==> src/rtl/pipe_hazard_if.sv <==
// ID-stage hazard bus: decoded operand/destination info in, pipeline control out.
// master = ID stage / core top, slave = hazard unit.
interface pipe_hazard_if #(
    parameter int STAGES   = 3,
    parameter int REG_BITS = 4,
    parameter int CNT_W    = 16
);
    logic                id_valid;
    logic [REG_BITS-1:0] id_src1;
    logic                id_src1_used;
    logic [REG_BITS-1:0] id_src2;
    logic                id_src2_used;
    logic                id_wb_en;
    logic [REG_BITS-1:0] id_dest;
    logic                id_mem_r_en;
    logic                branch_taken;
    logic                freeze;
    logic                flush;
    logic                bubble;
    logic [STAGES-1:0]   pend_valid;
    logic [CNT_W-1:0]    stall_cnt;

    modport master (
        output id_valid, id_src1, id_src1_used, id_src2, id_src2_used,
               id_wb_en, id_dest, id_mem_r_en, branch_taken,
        input  freeze, flush, bubble, pend_valid, stall_cnt
    );

    modport slave (
        input  id_valid, id_src1, id_src1_used, id_src2, id_src2_used,
               id_wb_en, id_dest, id_mem_r_en, branch_taken,
        output freeze, flush, bubble, pend_valid, stall_cnt
    );
endinterface

==> src/rtl/pipe_hazard_ctrl.sv <==
// Pipeline hazard/control unit: tracks in-flight destinations after ID and
// drives freeze, flush and the ID/EXE bubble strobe.
module pipe_hazard_ctrl #(
    parameter int STAGES   = 3,
    parameter int REG_BITS = 4,
    parameter int FWD_EN   = 0,
    parameter int CNT_W    = 16
) (
    input logic         clk,
    input logic         rst,
    pipe_hazard_if.slave bus
);

    typedef struct packed {
        logic                valid;
        logic                wb_en;
        logic [REG_BITS-1:0] dest;
        logic                mem_r;
    } entry_t;

    entry_t            pend [STAGES];
    logic [STAGES-1:0] hit;
    logic [STAGES-1:0] pend_valid_c;
    logic              hazard;
    logic              freeze_c;
    logic              bubble_c;
    logic [CNT_W-1:0]  stall_cnt_q;

    always_comb begin
        hit          = '0;
        pend_valid_c = '0;
        for (int k = 0; k < STAGES; k++) begin
            pend_valid_c[k] = pend[k].valid;
            hit[k] = pend[k].valid && pend[k].wb_en &&
                     ((bus.id_src1_used && (pend[k].dest == bus.id_src1)) ||
                      (bus.id_src2_used && (pend[k].dest == bus.id_src2)));
        end
    end

    // With forwarding only a load still in EXE cannot supply its result in time.
    always_comb begin
        if (FWD_EN != 0) begin
            hazard = bus.id_valid && hit[0] && pend[0].mem_r;
        end else begin
            hazard = bus.id_valid && (|hit);
        end
        freeze_c = hazard && !bus.branch_taken;
        bubble_c = hazard || bus.branch_taken;
    end

    always_ff @(posedge clk or posedge rst) begin
        if (rst) begin
            for (int k = 0; k < STAGES; k++) begin
                pend[k] <= '0;
            end
            stall_cnt_q <= '0;
        end else begin
            for (int k = STAGES - 1; k >= 1; k--) begin
                pend[k] <= pend[k-1];
            end
            if (bus.id_valid && !bubble_c) begin
                pend[0].valid <= 1'b1;
                pend[0].wb_en <= bus.id_wb_en;
                pend[0].dest  <= bus.id_dest;
                pend[0].mem_r <= bus.id_mem_r_en;
            end else begin
                pend[0] <= '0;
            end
            if (freeze_c && (stall_cnt_q != {CNT_W{1'b1}})) begin
                stall_cnt_q <= stall_cnt_q + 1'b1;
            end
        end
    end

    assign bus.freeze     = freeze_c;
    assign bus.flush      = bus.branch_taken;
    assign bus.bubble     = bubble_c;
    assign bus.pend_valid = pend_valid_c;
    assign bus.stall_cnt  = stall_cnt_q;

endmodule

==> src/flat_wrapper.sv <==
// flat-port wrapper written by rule: the top's interface ports become plain ports
module pipe_hazard_ctrl_flat 
#(
    parameter int STAGES   = 3,
    parameter int REG_BITS = 4,
    parameter int FWD_EN   = 0,
    parameter int CNT_W    = 16
)
  (clk, rst, bus_id_valid, bus_id_src1, bus_id_src1_used, bus_id_src2, bus_id_src2_used, bus_id_wb_en, bus_id_dest, bus_id_mem_r_en, bus_branch_taken, bus_freeze, bus_flush, bus_bubble, bus_pend_valid, bus_stall_cnt);
  pipe_hazard_if #(.STAGES(STAGES), .REG_BITS(REG_BITS), .CNT_W(CNT_W)) bus_i ();
  input logic clk;
  input logic rst;
  input wire logic [$bits(bus_i.id_valid)-1:0] bus_id_valid;
  input wire logic [$bits(bus_i.id_src1)-1:0] bus_id_src1;
  input wire logic [$bits(bus_i.id_src1_used)-1:0] bus_id_src1_used;
  input wire logic [$bits(bus_i.id_src2)-1:0] bus_id_src2;
  input wire logic [$bits(bus_i.id_src2_used)-1:0] bus_id_src2_used;
  input wire logic [$bits(bus_i.id_wb_en)-1:0] bus_id_wb_en;
  input wire logic [$bits(bus_i.id_dest)-1:0] bus_id_dest;
  input wire logic [$bits(bus_i.id_mem_r_en)-1:0] bus_id_mem_r_en;
  input wire logic [$bits(bus_i.branch_taken)-1:0] bus_branch_taken;
  output wire logic [$bits(bus_i.freeze)-1:0] bus_freeze;
  output wire logic [$bits(bus_i.flush)-1:0] bus_flush;
  output wire logic [$bits(bus_i.bubble)-1:0] bus_bubble;
  output wire logic [$bits(bus_i.pend_valid)-1:0] bus_pend_valid;
  output wire logic [$bits(bus_i.stall_cnt)-1:0] bus_stall_cnt;
  assign bus_i.id_valid = bus_id_valid;
  assign bus_i.id_src1 = bus_id_src1;
  assign bus_i.id_src1_used = bus_id_src1_used;
  assign bus_i.id_src2 = bus_id_src2;
  assign bus_i.id_src2_used = bus_id_src2_used;
  assign bus_i.id_wb_en = bus_id_wb_en;
  assign bus_i.id_dest = bus_id_dest;
  assign bus_i.id_mem_r_en = bus_id_mem_r_en;
  assign bus_i.branch_taken = bus_branch_taken;
  assign bus_freeze = bus_i.freeze;
  assign bus_flush = bus_i.flush;
  assign bus_bubble = bus_i.bubble;
  assign bus_pend_valid = bus_i.pend_valid;
  assign bus_stall_cnt = bus_i.stall_cnt;
  pipe_hazard_ctrl #(.STAGES(STAGES), .REG_BITS(REG_BITS), .FWD_EN(FWD_EN), .CNT_W(CNT_W)) u_core (.clk(clk), .rst(rst), .bus(bus_i));
endmodule
==> config.mk <==
export PLATFORM = sky130hd
export DESIGN_NAME = pipe_hazard_ctrl_flat
export DESIGN_NICKNAME = d
export VERILOG_FILES = /design/src/rtl/pipe_hazard_if.sv /design/src/rtl/pipe_hazard_ctrl.sv /design/src/flat_wrapper.sv
export SDC_FILE = /design/constraint.sdc
export NUM_CORES = 1
export LEC_CHECK = 0
export ABC_AREA = 1
export CAP_MARGIN = 20
export CELL_PAD_IN_SITES_DETAIL_PLACEMENT = 0
export CELL_PAD_IN_SITES_GLOBAL_PLACEMENT = 1
export CORE_ASPECT_RATIO = 0.6
export CORE_MARGIN = 1.5
export CORE_UTILIZATION = 40
export DETAILED_ROUTE_END_ITERATION = 6
export GPL_TIMING_DRIVEN = 0
export PLACE_DENSITY = 0.87
export SLEW_MARGIN = 5
export SYNTH_ARGS = -nofsm -noshare
export SYNTH_HDL_FRONTEND = slang
export SYNTH_SLANG_ARGS = --single-unit
==> constraint.sdc <==
create_clock -name clk -period 4.1 [get_ports clk]
set_input_delay 0.41 -clock clk [delete_from_list [all_inputs] [get_ports clk]]
set_output_delay 0.41 -clock clk [all_outputs]
set_load 0.01 [all_outputs]
; ---- Yosys cells after proc, flatten, opt, wreduce, memory -nomap -nowiden
; Index checks and enable logic that the tools add are counted.
[op_classes]
n_mux = 1
div_mod_pow = 0
order_cmp = 0
bitwise_logic = 0
add_sub_neg = 1
shift = 0
n_reduce_logical = 23
n_eq_ne = 7
n_mul = 0
[op_table]
columns = operator, count
row1 = 4-bit == test, 6
row2 = "16-bit by 1-bit adder with 16-bit output, second input constant", 1
row3 = 1-bit logical AND, 16
row4 = "16-bit != test, second input constant", 1
row5 = 7-bit two-way mux, 1
row6 = 1-bit logical OR, 4
row7 = 3-bit OR reduction, 1
row8 = 1-bit zero test, 2
[totals]
ram_bits = 0
mem_count = 0
rom_bits = 0
input_bits = 20
out_inout_bits = 22
latch_bits = 0
wordCells = 42
reg_bits = 34

; ---- Longest topological paths before layout
[logic_depth]
depth_word = 10
ltp_mapped = 13
mapped_depth_nobuf = 12

; ---- Worst setup path before layout
; OpenSTA, ideal clock, no wires.
[synth_timing]
path_kind = reg2reg
start = register u_core.stall_cnt_q[0], in the netlist u_core.bus.stall_cnt[0]
end = register u_core.stall_cnt_q[2], in the netlist u_core.bus.stall_cnt[2]
path_buffers = 1
setup_time_ps = 64
arrival_time_ps = 1612
required_ps = 4036
stages_incl_launch_ff = 11
slack_ps = 2424
synth_period_minus_slack_ps = 1676
cell_sequence = dfrtp_1 ha_1 nand3_2 nor3_4 nand2_2 nor2_2 nand2_1 nand4_2 buf_4 nand2_1 nand2_2
[synth_between]
elab_chain_len = 2
elab_cells_between_ends = 3
classes_between = add/sub (1) / eq/ne (1) / reduce/logical (1)
[synth_rtl]
columns = item, line_no
row1 = from (decl), pipe_hazard_ctrl.sv:27  ; logic [CNT_W-1:0] stall_cnt_q;
row2 = from (signal assigned), pipe_hazard_ctrl.sv:70  ; stall_cnt_q <= stall_cnt_q + 1'b1;
row3 = "parallel branches: the longest is 2 deep, another holds 16-bit by 1-bit adder with 16-bit output", --
; Several ways; the timed one is not identified.
; A chain may end at the register's enable or synchronous reset.

; ---- Worst setup path in the final report
[layout_timing]
start = input bus_id_src1[2]
end = output bus_freeze
[layout_between]
elab_chain_len = 7
elab_cells_between_ends = 15
classes_between = eq/ne (3) / reduce/logical (12)
[layout_rtl]
columns = item, line_no
row1 = from (decl), flat_wrapper.sv:14  ; input wire logic [$bits(bus_i.id_src1)-1:0] bus_id_src1;
row2 = 4-bit == test, pipe_hazard_ctrl.sv:35  ; ((bus.id_src1_used && (pend[k].dest == bus.id_src1)) ||
row3 = 1-bit logical AND, pipe_hazard_ctrl.sv:35
row4 = 1-bit logical OR, pipe_hazard_ctrl.sv:35
row5 = 1-bit logical AND, pipe_hazard_ctrl.sv:34  ; hit[k] = pend[k].valid && pend[k].wb_en &&
row6 = 3-bit OR reduction (*), pipe_hazard_ctrl.sv:45  ; hazard = bus.id_valid && (|hit);
row7 = 1-bit logical AND (*), pipe_hazard_ctrl.sv:45
row8 = 1-bit logical AND (*), pipe_hazard_ctrl.sv:47  ; freeze_c = hazard && !bus.branch_taken;
row9 = to (decl), flat_wrapper.sv:22  ; output wire logic [$bits(bus_i.freeze)-1:0] bus_freeze;
; Every way passes the cells marked *; elsewhere a longest branch is shown, timed or not.

==> flow_summary.ini <==
[floorplanning]
die_h_um = 58.63
start_util_pct = 41.23
die_w_um = 95.72
io_pins = 42
die-area_um2 = 5612
rows = 20
coreArea_um2 = 5005

[placement]
dpl_cell_area_um2 = 2546
pre_cts_ws_ns = 1.348
portBuffers = 40
place_hpwl_mm = 3.393
place_congestion = 0.7855

[detailed_routing]
wl_per_cell_um = 11.40
first_pass_iters = 4
routed_wl_mm = 4.447
drtIter0Drc = 74
num_vias = 1735
ant_nets = 0
drcViolationCount = 0
vias_per_cell = 4.449

[clock_tree]
clock_sinks = 34
cts_resized = 0
cts_buffers = 5
cts_tree = done
worstSkewPairLatency_ns = 0.29
path_clk_slew_ns = 0.07
cts.path.max_buffers = 2
holdBufCountCts = 0
h-tree-depth = 2
cts_root_buf = clkbuf_8
postCtsSetupBuffers = 0

[timing]
fin_crit_sh_pct = 67.34
final.min_clock_period_ns = 2.761
worst_slack_ns = 1.339
tns_ns = 0
drv_slew = 0
finClkSkew_ns = 0.006738
relSlewSlack_pct = 51.83
worst_pin_slew_ns = 0.7216
finalSetupViolCount = 0
whs_ns = 0.3743
rsz0062_at_grt = no
hold_viol_final = 0
fmax_mhz = 362.2

[setup_path]
path_class = primary input to output port
crit_top_cell = nand2_1
required_ns = 3.69
crit_path_end_kind = output port
crit_path_cell_trace = clkdlybuf4s50_1, inv_2, nand2_1, nand2_1, nor2_1, nand3b_1, nand2_1, nand2_2, nand3_4, nand3_4, inv_1, clkdlybuf4s50_1
ff2ff_setup_slack_ns = 2.17
regToRegEndpoint = u_core.bus.stall_cnt[2]$_DFFE_PP0P_
r2r-start = u_core.bus.stall_cnt[0]$_DFFE_PP0P_
r2r_cells = 10
cp_max_fo = 5
critical_path_arrival_ns = 2.35
cpPeakStageDelay_ns = 0.57
cp-start-kind = primary input
cp_slowest_cell = clkdlybuf4s50_1

[cells_and_area]
fillCellCount = 517
nets = 344
area_growth_pct = 28.02
antennaDiodeCount = 0
final_util_pct = 52.78
postLayoutCellArea_um2 = 2641
drive_above_1_share_pct = 17.90

[yosys]
synth-seq-area-share_pct = 41.24
synth_fp_nets = 297
synth_cell_types = 23
syn_area_um2 = 2063
ys_warn_count = 0
synth_area_per_cell_um2 = 7.475
synthCells = 276
synth_seq_cells = 34

[hold_path]
hold_end = u_core.pend[12]$_DFF_PP0_
min_path_cells = 0
hold_path_class = register to register
holdCritStartpoint = u_core.pend[19]$_DFF_PP0_

[global_routing]
grt_max_degree = 35
grt_pass1_vias = 1423
antenna_found_initial = 0
grt-ovfl-total = 0
track_usage_pct = 17.49
grt_pass1_wl_mm = 7.141

[power]
power_density_nw_per_um2 = 264.4
p_clk_share_pct = 38.2
switchingPower_uw = 181.3
p_comb_share_pct = 11.5
p_leak_uw = 0.001348
p_int_uw = 517.1
switching_share_pct = 25.96
irDropWorstVdd_mv = 0.1459
p_seq_share_pct = 50.3

[flow_run]
cap_violations = 0

[status]
status = finished clean
cells by family (layout without fill, tap and decap cells):
| group | count (synthesis) | in the layout | synth area share, % |
|---|---|---|---|
| compound gates | 3 | 3 | 0.7275 |
| xor+xnor | 17 | 17 | 7.216 |
| fa+ha+maj | 1 | 1 | 0.6063 |
| buf+inv | 50 | 98 | 10.79 |
| flops | 34 | 34 | 41.24 |
| simple gates | 171 | 171 | 39.42 |
layout by cell type, fill, tap and decap left out:
cell and n:
nand2_2 24, ha_1 1, inv_1 35, nand3_2 2
nand2_1 90, clkdlybuf4s50_1 40, clkinv_1 1, dfrtp_1 34
o21ai_0 3, nor3_1 2, clkbuf_8 6, inv_2 8
nand4_2 1, xnor2_1 10, clkinvlp_4 1, xor2_1 7
nand4_1 4, nor3_4 1, nor2_1 27, buf_12 1
buf_4 5, nor2_2 5, nor2_4 1, nand3_4 2
nand3b_1 1, nand3_1 11, clkinv_2 1
flip-flops by register name, indices dropped and copies added, names as in the netlist:
register	cells
u_core.pend	15
u_core.bus.pend_valid	3
u_core.bus.stall_cnt	16
worst max path at each step:
stage,from,endpoint,slack [ns]
2_1_floorplan,u_core.bus.stall_cnt[0]$_DFFE_PP0P_,u_core.bus.stall_cnt[2]$_DFFE_PP0P_,2.42
3_3_place_gp,bus_id_src1[2],bus_freeze,1.36
3_5_place_dp,bus_id_src1[2],bus_freeze,1.35
4_1_cts,bus_id_src1[2],bus_freeze,1.34
5_1_grt,bus_id_src1[2],bus_bubble,1.20
6_report,bus_id_src1[2],bus_freeze,1.34
power by group through the flow:
stage | registers [µW] | logic (µW) | clock network [µW]
3_5_place_dp | 358 | 81.0 | 0
5_1_grt | 353 | 90.3 | 290
4_1_cts | 351 | 81.5 | 272
3_3_place_gp | 358 | 80.4 | 0
2_1_floorplan | 356 | 41.1 | 0
6_report | 351 | 80.3 | 267
metrics by stage:
step	power, µW	std cells
final	698.5	390
after floorplan	397.3	276
after CTS	704.8	390
after global placement	438.0	382
after detailed placement	439.0	382
after global routing	732.8	390
cell type report:
class                      count  area, µm²  share of cell area, %
multi-input combinational    192      989.7                  37.47
clock buffer                   6      82.58                  3.126
sequential                    34      850.8                  32.21
tap                           66      82.58                  3.126
clock inverter                 2      12.51                 0.4737
inverter                      44      165.2                  6.253
timing repair buffer          40      400.4                  15.16
buffer                         6      57.56                  2.179
cells in the mapped netlist:
master	count	area (µm²)
nand2_2	24	150.1
buf_12	1	20.02
nor2_1	27	101.4
nor3_1	2	10.01
clkinv_1	1	3.750
nand4_2	1	12.51
inv_2	7	26.28
nor2_4	1	11.26
nand4_1	4	25.02
nor3_4	1	16.27
inv_1	36	135.1
xnor2_1	10	87.58
nand3_4	2	35.03
nand3b_1	1	7.510
ha_1	1	12.51
buf_4	5	37.54
nand3_1	11	55.05
nor2_2	5	31.28
xor2_1	7	61.31
dfrtp_1	34	850.8
nand2_1	90	337.8
nand3_2	2	20.02
o21ai_0	3	15.01
per-layer routing:
metal	up-vias	wire length (µm)	GRT usage, %
met5	-	0	0
met4	0	57	5.672
met3	7	180	3.747
met2	33	1616	20.82
met1	782	2592	29.52
li1	913	-	-
critical path, delay by kind of cell:
family / cells / cell delay (ns)
buffers and inverters: 4 / 1.22
and+or+nand+nor: 8 / 0.73
(Power assumes the default switching activity.)
